File: config.mk
export PLATFORM = sky130hd
export DESIGN_NAME = lock_ctrl
export DESIGN_NICKNAME = d
export VERILOG_FILES = /design/src/rtl/lock_pkg.sv /design/src/rtl/lock_timer.sv /design/src/rtl/lock_ctrl.sv
export SDC_FILE = /design/constraint.sdc
export NUM_CORES = 1
export LEC_CHECK = 0
export CAP_MARGIN = 20
export CORE_ASPECT_RATIO = 2
export CORE_MARGIN = 8
export CORE_UTILIZATION = 50
export CTS_CLUSTER_DIAMETER = 100
export DETAILED_ROUTE_END_ITERATION = 16
export PLACE_DENSITY = 0.72
export REMOVE_ABC_BUFFERS = 1
export SYNTH_ARGS = -nofsm -noshare
export SYNTH_HDL_FRONTEND = slang
export SYNTH_SLANG_ARGS = --single-unit
File: constraint.sdc
create_clock -name clk -period 3.38 [get_ports clk]
set_clock_uncertainty 0.05 [all_clocks]
set_input_delay 0.676 -clock clk [delete_from_list [all_inputs] [get_ports clk]]
set_output_delay 0.676 -clock clk [all_outputs]
set_load 0.01 [all_outputs]
File: src/rtl/lock_pkg.sv
// Shared definitions for the serial-code door lock controller:
// state encoding, fail counter width, default code and small helpers.
package lock_pkg;

    typedef enum logic [1:0] {
        IDLE     = 2'd0,
        ENTRY    = 2'd1,
        UNLOCKED = 2'd2,
        LOCKOUT  = 2'd3
    } lock_state_t;

    localparam int FAIL_W = 4;
    localparam logic [4:0] LOCK_DEFAULT_CODE = 5'b01011;

    function automatic logic [FAIL_W-1:0] sat_inc(input logic [FAIL_W-1:0] v,
                                                  input logic [FAIL_W-1:0] lim);
        return (v >= lim) ? lim : v + 1'b1;
    endfunction

    function automatic int max3(input int a, input int b, input int c);
        int m;
        m = (a > b) ? a : b;
        return (m > c) ? m : c;
    endfunction

endpackage

File: src/rtl/lock_timer.sv
// Loadable down-counter shared by the unlock, lockout and entry-timeout intervals.
// done is high while the count sits at zero.
module lock_timer #(
    parameter int W = 8
) (
    input  logic         clk,
    input  logic         Reset,
    input  logic         load,
    input  logic [W-1:0] load_val,
    input  logic         en,
    output logic         done
);

    logic [W-1:0] count_reg;

    always_ff @(posedge clk or posedge Reset) begin
        if (Reset) begin
            count_reg <= '0;
        end else if (load) begin
            count_reg <= load_val;
        end else if (en && count_reg != '0) begin
            count_reg <= count_reg - 1'b1;
        end
    end

    assign done = (count_reg == '0);

endmodule

File: src/rtl/lock_ctrl.sv
// Door lock sequencer: serial code entry, compare against a programmable code,
// timed unlock, consecutive-failure counting and timed lockout.
module lock_ctrl
    import lock_pkg::*;
#(
    parameter int                  CODE_LEN       = 5,
    parameter logic [CODE_LEN-1:0] DEFAULT_CODE   = CODE_LEN'(LOCK_DEFAULT_CODE),
    parameter int                  MAX_FAILS      = 3,
    parameter int                  UNLOCK_CYCLES  = 100,
    parameter int                  LOCKOUT_CYCLES = 1000,
    parameter int                  ENTRY_TIMEOUT  = 50
) (
    input  logic                clk,
    input  logic                Reset,
    input  logic                bit_valid,
    input  logic                bit_in,
    input  logic                relock,
    input  logic                prog_en,
    input  logic [CODE_LEN-1:0] prog_code,
    output logic                unlck,
    output logic                locked_out,
    output logic                entry_active,
    output logic                result_valid,
    output logic                result_ok,
    output logic [FAIL_W-1:0]   fail_cnt
);

    localparam int TW = $clog2(max3(UNLOCK_CYCLES, LOCKOUT_CYCLES, ENTRY_TIMEOUT) + 1);
    localparam int BW = $clog2(CODE_LEN + 1);

    // The timer is loaded with N-1 so the state lasts exactly N cycles.
    localparam logic [TW-1:0] UNLOCK_LOAD  = TW'(UNLOCK_CYCLES - 1);
    localparam logic [TW-1:0] LOCKOUT_LOAD = TW'(LOCKOUT_CYCLES - 1);
    localparam logic [TW-1:0] ENTRY_LOAD   = TW'(ENTRY_TIMEOUT - 1);

    lock_state_t         state_reg, state_next;
    logic [CODE_LEN-1:0] sreg_reg, sreg_next;
    logic [CODE_LEN-1:0] code_reg, code_next;
    logic [CODE_LEN-1:0] cand;
    logic [BW-1:0]       bcnt_reg, bcnt_next;
    logic [FAIL_W-1:0]   fail_reg, fail_next;
    logic                unlck_reg, locked_out_reg, entry_active_reg;
    logic                result_valid_reg, result_ok_reg;
    logic                result_valid_next, result_ok_next;
    logic                tmr_load, tmr_en, tmr_done;
    logic [TW-1:0]       tmr_val;
    logic                attempt_done, attempt_ok;

    lock_timer #(.W(TW)) u_timer (
        .clk      (clk),
        .Reset    (Reset),
        .load     (tmr_load),
        .load_val (tmr_val),
        .en       (tmr_en),
        .done     (tmr_done)
    );

    always_ff @(posedge clk or posedge Reset) begin
        if (Reset) begin
            state_reg        <= IDLE;
            sreg_reg         <= '0;
            code_reg         <= DEFAULT_CODE;
            bcnt_reg         <= '0;
            fail_reg         <= '0;
            unlck_reg        <= 1'b0;
            locked_out_reg   <= 1'b0;
            entry_active_reg <= 1'b0;
            result_valid_reg <= 1'b0;
            result_ok_reg    <= 1'b0;
        end else begin
            state_reg        <= state_next;
            sreg_reg         <= sreg_next;
            code_reg         <= code_next;
            bcnt_reg         <= bcnt_next;
            fail_reg         <= fail_next;
            unlck_reg        <= (state_next == UNLOCKED);
            locked_out_reg   <= (state_next == LOCKOUT);
            entry_active_reg <= (state_next == ENTRY);
            result_valid_reg <= result_valid_next;
            result_ok_reg    <= result_ok_next;
        end
    end

    always_comb begin
        state_next        = state_reg;
        sreg_next         = sreg_reg;
        code_next         = code_reg;
        bcnt_next         = bcnt_reg;
        fail_next         = fail_reg;
        result_valid_next = 1'b0;
        result_ok_next    = 1'b0;
        tmr_load          = 1'b0;
        tmr_val           = '0;
        tmr_en            = 1'b0;
        attempt_done      = 1'b0;
        attempt_ok        = 1'b0;
        cand              = CODE_LEN'({sreg_reg, bit_in});

        case (state_reg)
            IDLE: begin
                if (prog_en) begin
                    code_next = prog_code;
                end else if (bit_valid) begin
                    sreg_next = cand;
                    bcnt_next = BW'(1);
                    if (CODE_LEN == 1) begin
                        attempt_done = 1'b1;
                        attempt_ok   = (cand == code_reg);
                    end else begin
                        state_next = ENTRY;
                        tmr_load   = 1'b1;
                        tmr_val    = ENTRY_LOAD;
                    end
                end
            end
            ENTRY: begin
                if (bit_valid) begin
                    sreg_next = cand;
                    bcnt_next = bcnt_reg + 1'b1;
                    tmr_load  = 1'b1;
                    tmr_val   = ENTRY_LOAD;
                    if (bcnt_reg == BW'(CODE_LEN - 1)) begin
                        attempt_done = 1'b1;
                        attempt_ok   = (cand == code_reg);
                    end
                end else if (tmr_done) begin
                    attempt_done = 1'b1;
                end else begin
                    tmr_en = 1'b1;
                end
            end
            UNLOCKED: begin
                if (relock || tmr_done) begin
                    state_next = IDLE;
                end else begin
                    tmr_en = 1'b1;
                end
            end
            LOCKOUT: begin
                if (tmr_done) begin
                    state_next = IDLE;
                    fail_next  = '0;
                end else begin
                    tmr_en = 1'b1;
                end
            end
            default: state_next = IDLE;
        endcase

        // Timeouts and completed codes share the same result/fail bookkeeping.
        if (attempt_done) begin
            bcnt_next         = '0;
            result_valid_next = 1'b1;
            result_ok_next    = attempt_ok;
            if (attempt_ok) begin
                fail_next  = '0;
                state_next = UNLOCKED;
                tmr_load   = 1'b1;
                tmr_val    = UNLOCK_LOAD;
            end else begin
                fail_next = sat_inc(fail_reg, FAIL_W'(MAX_FAILS));
                if (fail_next == FAIL_W'(MAX_FAILS)) begin
                    state_next = LOCKOUT;
                    tmr_load   = 1'b1;
                    tmr_val    = LOCKOUT_LOAD;
                end else begin
                    state_next = IDLE;
                end
            end
        end
    end

    assign unlck        = unlck_reg;
    assign locked_out   = locked_out_reg;
    assign entry_active = entry_active_reg;
    assign result_valid = result_valid_reg;
    assign result_ok    = result_ok_reg;
    assign fail_cnt     = fail_reg;

endmodule

; Yosys cells after proc, flatten, opt, wreduce, memory -nomap -nowiden
; Cells that the tools add are included.
[totals]
latch_bits = 0
n_memories = 0
wordCells = 90
mem_bits_rw = 0
mem_bits_ro = 0
out_inout_bits = 9
in_bits = 11
reg_bits = 34
[op_classes]
n_mul = 0
n_mux = 48
bitwise = 0
magnitude_cmp = 1
n_div = 0
add_sub_neg = 3
shift = 0
n_eq_ne = 13
n_reduce_logical = 14
[op_table]
columns = op, count
row1 = 2-to-1 mux 10 bit, 5
row2 = 2-to-1 mux 4 bit, 5
row3 = 2-to-1 mux 1 bit, 17
row4 = 2-to-1 mux 2 bit, 7
row5 = 2-to-1 mux 3 bit, 4
row6 = 2-to-1 mux 6 bit, 2
row7 = case mux 6 bit (2 select lines), 1
row8 = logical NOT 10 bit, 1
row9 = 2-to-1 mux 5 bit, 2
row10 = case mux 5 bit (2 select lines), 1
row11 = nonzero test 10 bit, 1
row12 = "subtractor 10 x 1 -> 10 bit, second input constant", 1
row13 = "!= test 3 bit, second input constant", 3
row14 = "== test 2 bit, second input constant", 4
row15 = nonzero test 2 bit, 4
row16 = case mux 2 bit (3 select lines), 1
row17 = case mux 3 bit (2 select lines), 1
row18 = AND reduction 2 bit, 3
row19 = == test 5 bit, 1
row20 = "adder 4 x 1 -> 4 bit, second input constant", 1
row21 = "== test 2 x 1 -> 1 bit, second input constant", 2
row22 = "== test 4 x 2 -> 1 bit, second input constant", 1
row23 = "greater-or-equal comparator 4 x 2 -> 1 bit, second input constant", 1
row24 = AND reduction 4 bit, 1
row25 = other kinds (9), 9

; Depth between registers and ports, before layout
[depth]
depth_word = 7
ltp_mapped = 8
ltp_nobuf = 7

; Hierarchy
; A second synthesis with hierarchy kept.
[hier_totals]
cells_unflattened = 171
hier_area_um2 = 1786.7
[by_module_without_submodules]
columns = mod, cells_per_inst, seq_area_each_um2, n_inst, area_per_inst_um2
row1 = lock_ctrl, 102, 579.3, 1, 1131.1
row2 = lock_timer, 69, 250.2, 1, 655.6

; Worst setup path before layout
; No wires, ideal clock.
[synth_timing]
kind = input port to flip-flop
startpoint = input port bit_valid
endpoint = register u_timer.count_reg[2]
required_ns = 3.197
path_buffers = 2
stages = 7
slack_ns = 0.907
setup_ns = 0.133
arrival_ns = 2.290
cell_sequence = clkbuf_1 nand3b_1 or4_1 or2_0 clkbuf_1 a311oi_1 nor4_2
[synth_between]
elab_chain_cells = 7
elab_cells_between_ends = 17
cone_classes = mux: 15 / reduce/logical: 2
[synth_lines]
columns = element, line_no
row1 = "start, declared", lock_ctrl.sv:15  ; input logic bit_valid,
row2 = 2-to-1 mux 1 bit, lock_ctrl.sv:103  ; end else if (bit_valid) begin
row3 = 2-to-1 mux 1 bit, lock_ctrl.sv:101  ; if (prog_en) begin
row4 = case mux 1 bit (2 select lines), lock_ctrl.sv:99  ; case (state_reg)
row5 = 2-to-1 mux 1 bit, lock_ctrl.sv:162  ; if (fail_next == FAIL_W'(MAX_FAILS)) begin
row6 = 2-to-1 mux 1 bit, lock_ctrl.sv:155  ; if (attempt_ok) begin
row7 = 2-to-1 mux 1 bit, lock_ctrl.sv:151  ; if (attempt_done) begin
row8 = 2-to-1 mux 10 bit or nonzero test 2 bit (tied branches), -
row9 = "end signal, assigned", lock_timer.sv:20  ; count_reg <= load_val;
row10 = "end signal, assigned", lock_timer.sv:22  ; count_reg <= count_reg - 1'b1;
row11 = "end, declared", lock_timer.sv:14  ; logic [W-1:0] count_reg;
; Several ways; a longest one is shown, not always the timed one.
; A chain may end at the register's enable or synchronous reset.

; Worst setup path in the final report
[layout_timing]
startpoint = input port bit_valid
endpoint = register u_timer.count_reg[8]
; Same word-level chain as after synthesis.

==> impl_metrics.tcl <==
set metrics [dict create \
    drc 0 \
    die_area_um2 5823 \
    vias 1360 \
    ys_async_sr_fraction 1.000 \
    cts_hold_buffers 0 \
    place_congestion 0.9037 \
    final_common_cell "dfrtp_1" \
    core_area_um2 3378 \
    insertion_delay_ns 0.28 \
    path_buf_inv 1 \
    worstPathCellList "clkdlybuf4s50_1, nand3b_1, or4_1, or2_0, a311oi_1, nor4_1" \
    grt_pass1_vias 1514 \
    area_delta_synth_final_pct 17.57 \
    period_minus_slack_ns 2.769 \
    io_pins 20 \
    grt_pass1_wl_um 6955 \
    p_per_area_nw_per_um2 806.9 \
    layout_common_cells "dfrtp_1, nand2_1, clkdlybuf4s50_1, nor3_1, inv_1" \
    cts_tree "done" \
    clk_pin_slew_ns 0.06 \
    p_leak_nw 0.9014 \
    fmax_mhz 361.1 \
    yosys_warnings 0 \
    setup_violations 0 \
    cpMaxStageDelayCell "clkdlybuf4s50_1" \
    drv_slew 0 \
    h-tree-depth 2 \
    hold_violations 0 \
    fin_tns_setup_ns 0 \
    rsz0062_at_grt "no" \
    avgSynthCellArea_um2 10.43 \
    vias_per_cell 5.965 \
    die_w_um 58.11 \
    grt_start_max_net_pins 34 \
    synth_flop_cell "dfrtp_1" \
    hp-start "sreg_reg[3]$_DFFE_PP0P_" \
    maxSlewHeadroom 0.6129 \
    cts.sinks 33 \
    drt_pass1_iterations 4 \
    dp_hpwl_um 3140 \
    whs_path_depth 2 \
    seq_area_frac_synth 0.4679 \
    ys_types 48 \
    io_buffers 19 \
    worstHoldPathType "register to register" \
    synthesis.area_um2 1773 \
    end_kind "register" \
    postCtsResizedCells 0 \
    finalCritPeriodShare 0.8192 \
    r2r_cells 7 \
    cts_buffers 5 \
    max_stage_delay_ns 0.59 \
    die_h_um 100.2 \
    crit_fanout 8 \
    r2r-start "u_timer.count_reg[0]$_DFFE_PP0P_" \
    status "finished, final reports clean" \
    grt_antenna_before_repair 0 \
    fin_nets 211 \
    reg2reg_to "u_timer.count_reg[2]$_DFFE_PP0P_" \
    critical_path_arrival_ns 2.88 \
    fin_hold_ws_ns 0.4478 \
    antenna_cells 0 \
    startpoint_type "input pin" \
    cap_violations 0 \
    ir_drop_uv 534.6 \
    netlist_instances 170 \
    start_util 0.5248 \
    drtIter0Drc 60 \
    synth_edf_count 0 \
    finish.utilization 0.6170 \
    gr-usage-all-layers 0.1517 \
    cts_root_buf "clkbuf_8" \
    overflow 0 \
    min_to "sreg_reg[3]$_DFFE_PP0P_" \
    placement_rows 30 \
    worstSetupPathType "input pin to register" \
    postRouteAntennaNets 0 \
    wl_um 4004 \
    cts_buffer_depth 2 \
    postCtsSetupRepairBufs 0 \
    crit_cells 6 \
    drive_gt1_frac 0.1429 \
    largest_register_ffs 10 \
    cp_data_required_time_ns 3.49 \
    crit_family "simple AND/OR/NAND/NOR gates" \
    routedWlPerCell_um 17.56 \
    worstMarginPinSlew_ns 0.5807 \
    reg2reg_slack_ns 0.76 \
    ys_ff_latch 33 \
]
==> worst max path at each step <==
stage	start	to	slack, ns
3_5_place_dp	bit_valid	u_timer.count_reg[2]$_DFFE_PP0P_	0.33
2_1_floorplan	u_timer.count_reg[0]$_DFFE_PP0P_	u_timer.count_reg[7]$_DFFE_PP0P_	1.01
5_1_grt	bit_valid	u_timer.count_reg[2]$_DFFE_PP0P_	0.52
3_3_place_gp	bit_valid	u_timer.count_reg[2]$_DFFE_PP0P_	0.43
4_1_cts	bit_valid	u_timer.count_reg[2]$_DFFE_PP0P_	0.63
6_report	bit_valid	u_timer.count_reg[8]$_DFFE_PP0P_	0.61
==> cell families after synthesis <==
logic type / count (synthesis) / synth area share
AND/OR/NAND/NOR: 73 / 0.2244
flip-flops: 33 / 0.4679
AO/OA/AOI/OAI: 27 / 0.1447
buffers and inverters: 15 / 0.03599
XOR/XNOR: 11 / 0.05434
multiplexers: 6 / 0.03740
adder cells (fa/ha/maj): 5 / 0.03529
==> metal layers <==
metal  global-route usage  part of all wire  up-vias
li1                     -                 -      658
met1               0.1467              0.37      655
met2               0.2872              0.58       39
met3              0.03333             0.034        8
met4              0.07034             0.019        0
met5                    0                 0        -
==> metrics by stage <==
stage          power (mW)  setup slack, ns  std cells  area, um2
6_report            1.682           0.6110        228       2085
5_1_grt             1.806           0.5190        228       2085
4_1_cts             1.693           0.6292        228       2085
3_5_place_dp        1.410           0.3295        220       2003
3_3_place_gp        1.366           0.4290        220       2003
2_1_floorplan       1.172            1.007        166       1750
==> worst reg2reg max path, delay by kind of cell, from the launching register on <==
family          cells  cell delay (ns)
simple gates        3             1.20
buf+inv             1             0.10
compound gates      2             0.61
flops               1             0.41
fa+ha+maj           1             0.15
==> power by group <==
group	switching [mW]	internal, mW	total, mW
Clock	0.134	0.144	0.279
Sequential	0.129	0.542	0.671
Combinational	0.397	0.336	0.732
Total	0.660	1.02	1.68
==> Yosys cell counts (2+ instances only) <==
| cell | count | area share |
|---|---|---|
| clkbuf_1 | 3 | 0.0064 |
| ha_1 | 5 | 0.035 |
| a31oi_1 | 2 | 0.0071 |
| nand3_1 | 3 | 0.0085 |
| inv_1 | 11 | 0.023 |
| and2_1 | 3 | 0.011 |
| dfrtp_1 | 30 | 0.42 |
| nor3b_1 | 2 | 0.0085 |
| nand2b_1 | 2 | 0.0071 |
| nand3b_1 | 2 | 0.0085 |
| xnor2_1 | 8 | 0.040 |
| a211o_1 | 2 | 0.0099 |
| nor2_2 | 2 | 0.0071 |
| a311oi_1 | 3 | 0.015 |
| xor2_1 | 3 | 0.015 |
| a21oi_1 | 3 | 0.0085 |
| nor3_1 | 13 | 0.037 |
| dfstp_2 | 3 | 0.044 |
| o211ai_1 | 2 | 0.0085 |
| o21ai_0 | 4 | 0.011 |
| and3_1 | 4 | 0.014 |
| mux2_2 | 5 | 0.032 |
| nand2_1 | 22 | 0.047 |
| nor4_1 | 3 | 0.011 |
| a32o_1 | 2 | 0.011 |
| nor2_1 | 6 | 0.013 |
==> area by class of cell <==
type | count | area (um2)
fillers | 298 | 1294
multi-input cells | 122 | 879.6
flip-flops and latches | 33 | 829.5
repair buffers | 22 | 212.7
clock buffers | 7 | 76.32
inverters | 11 | 41.29
well taps | 32 | 40.04
clock inverters | 1 | 5.005
(Power assumes the default switching activity.)
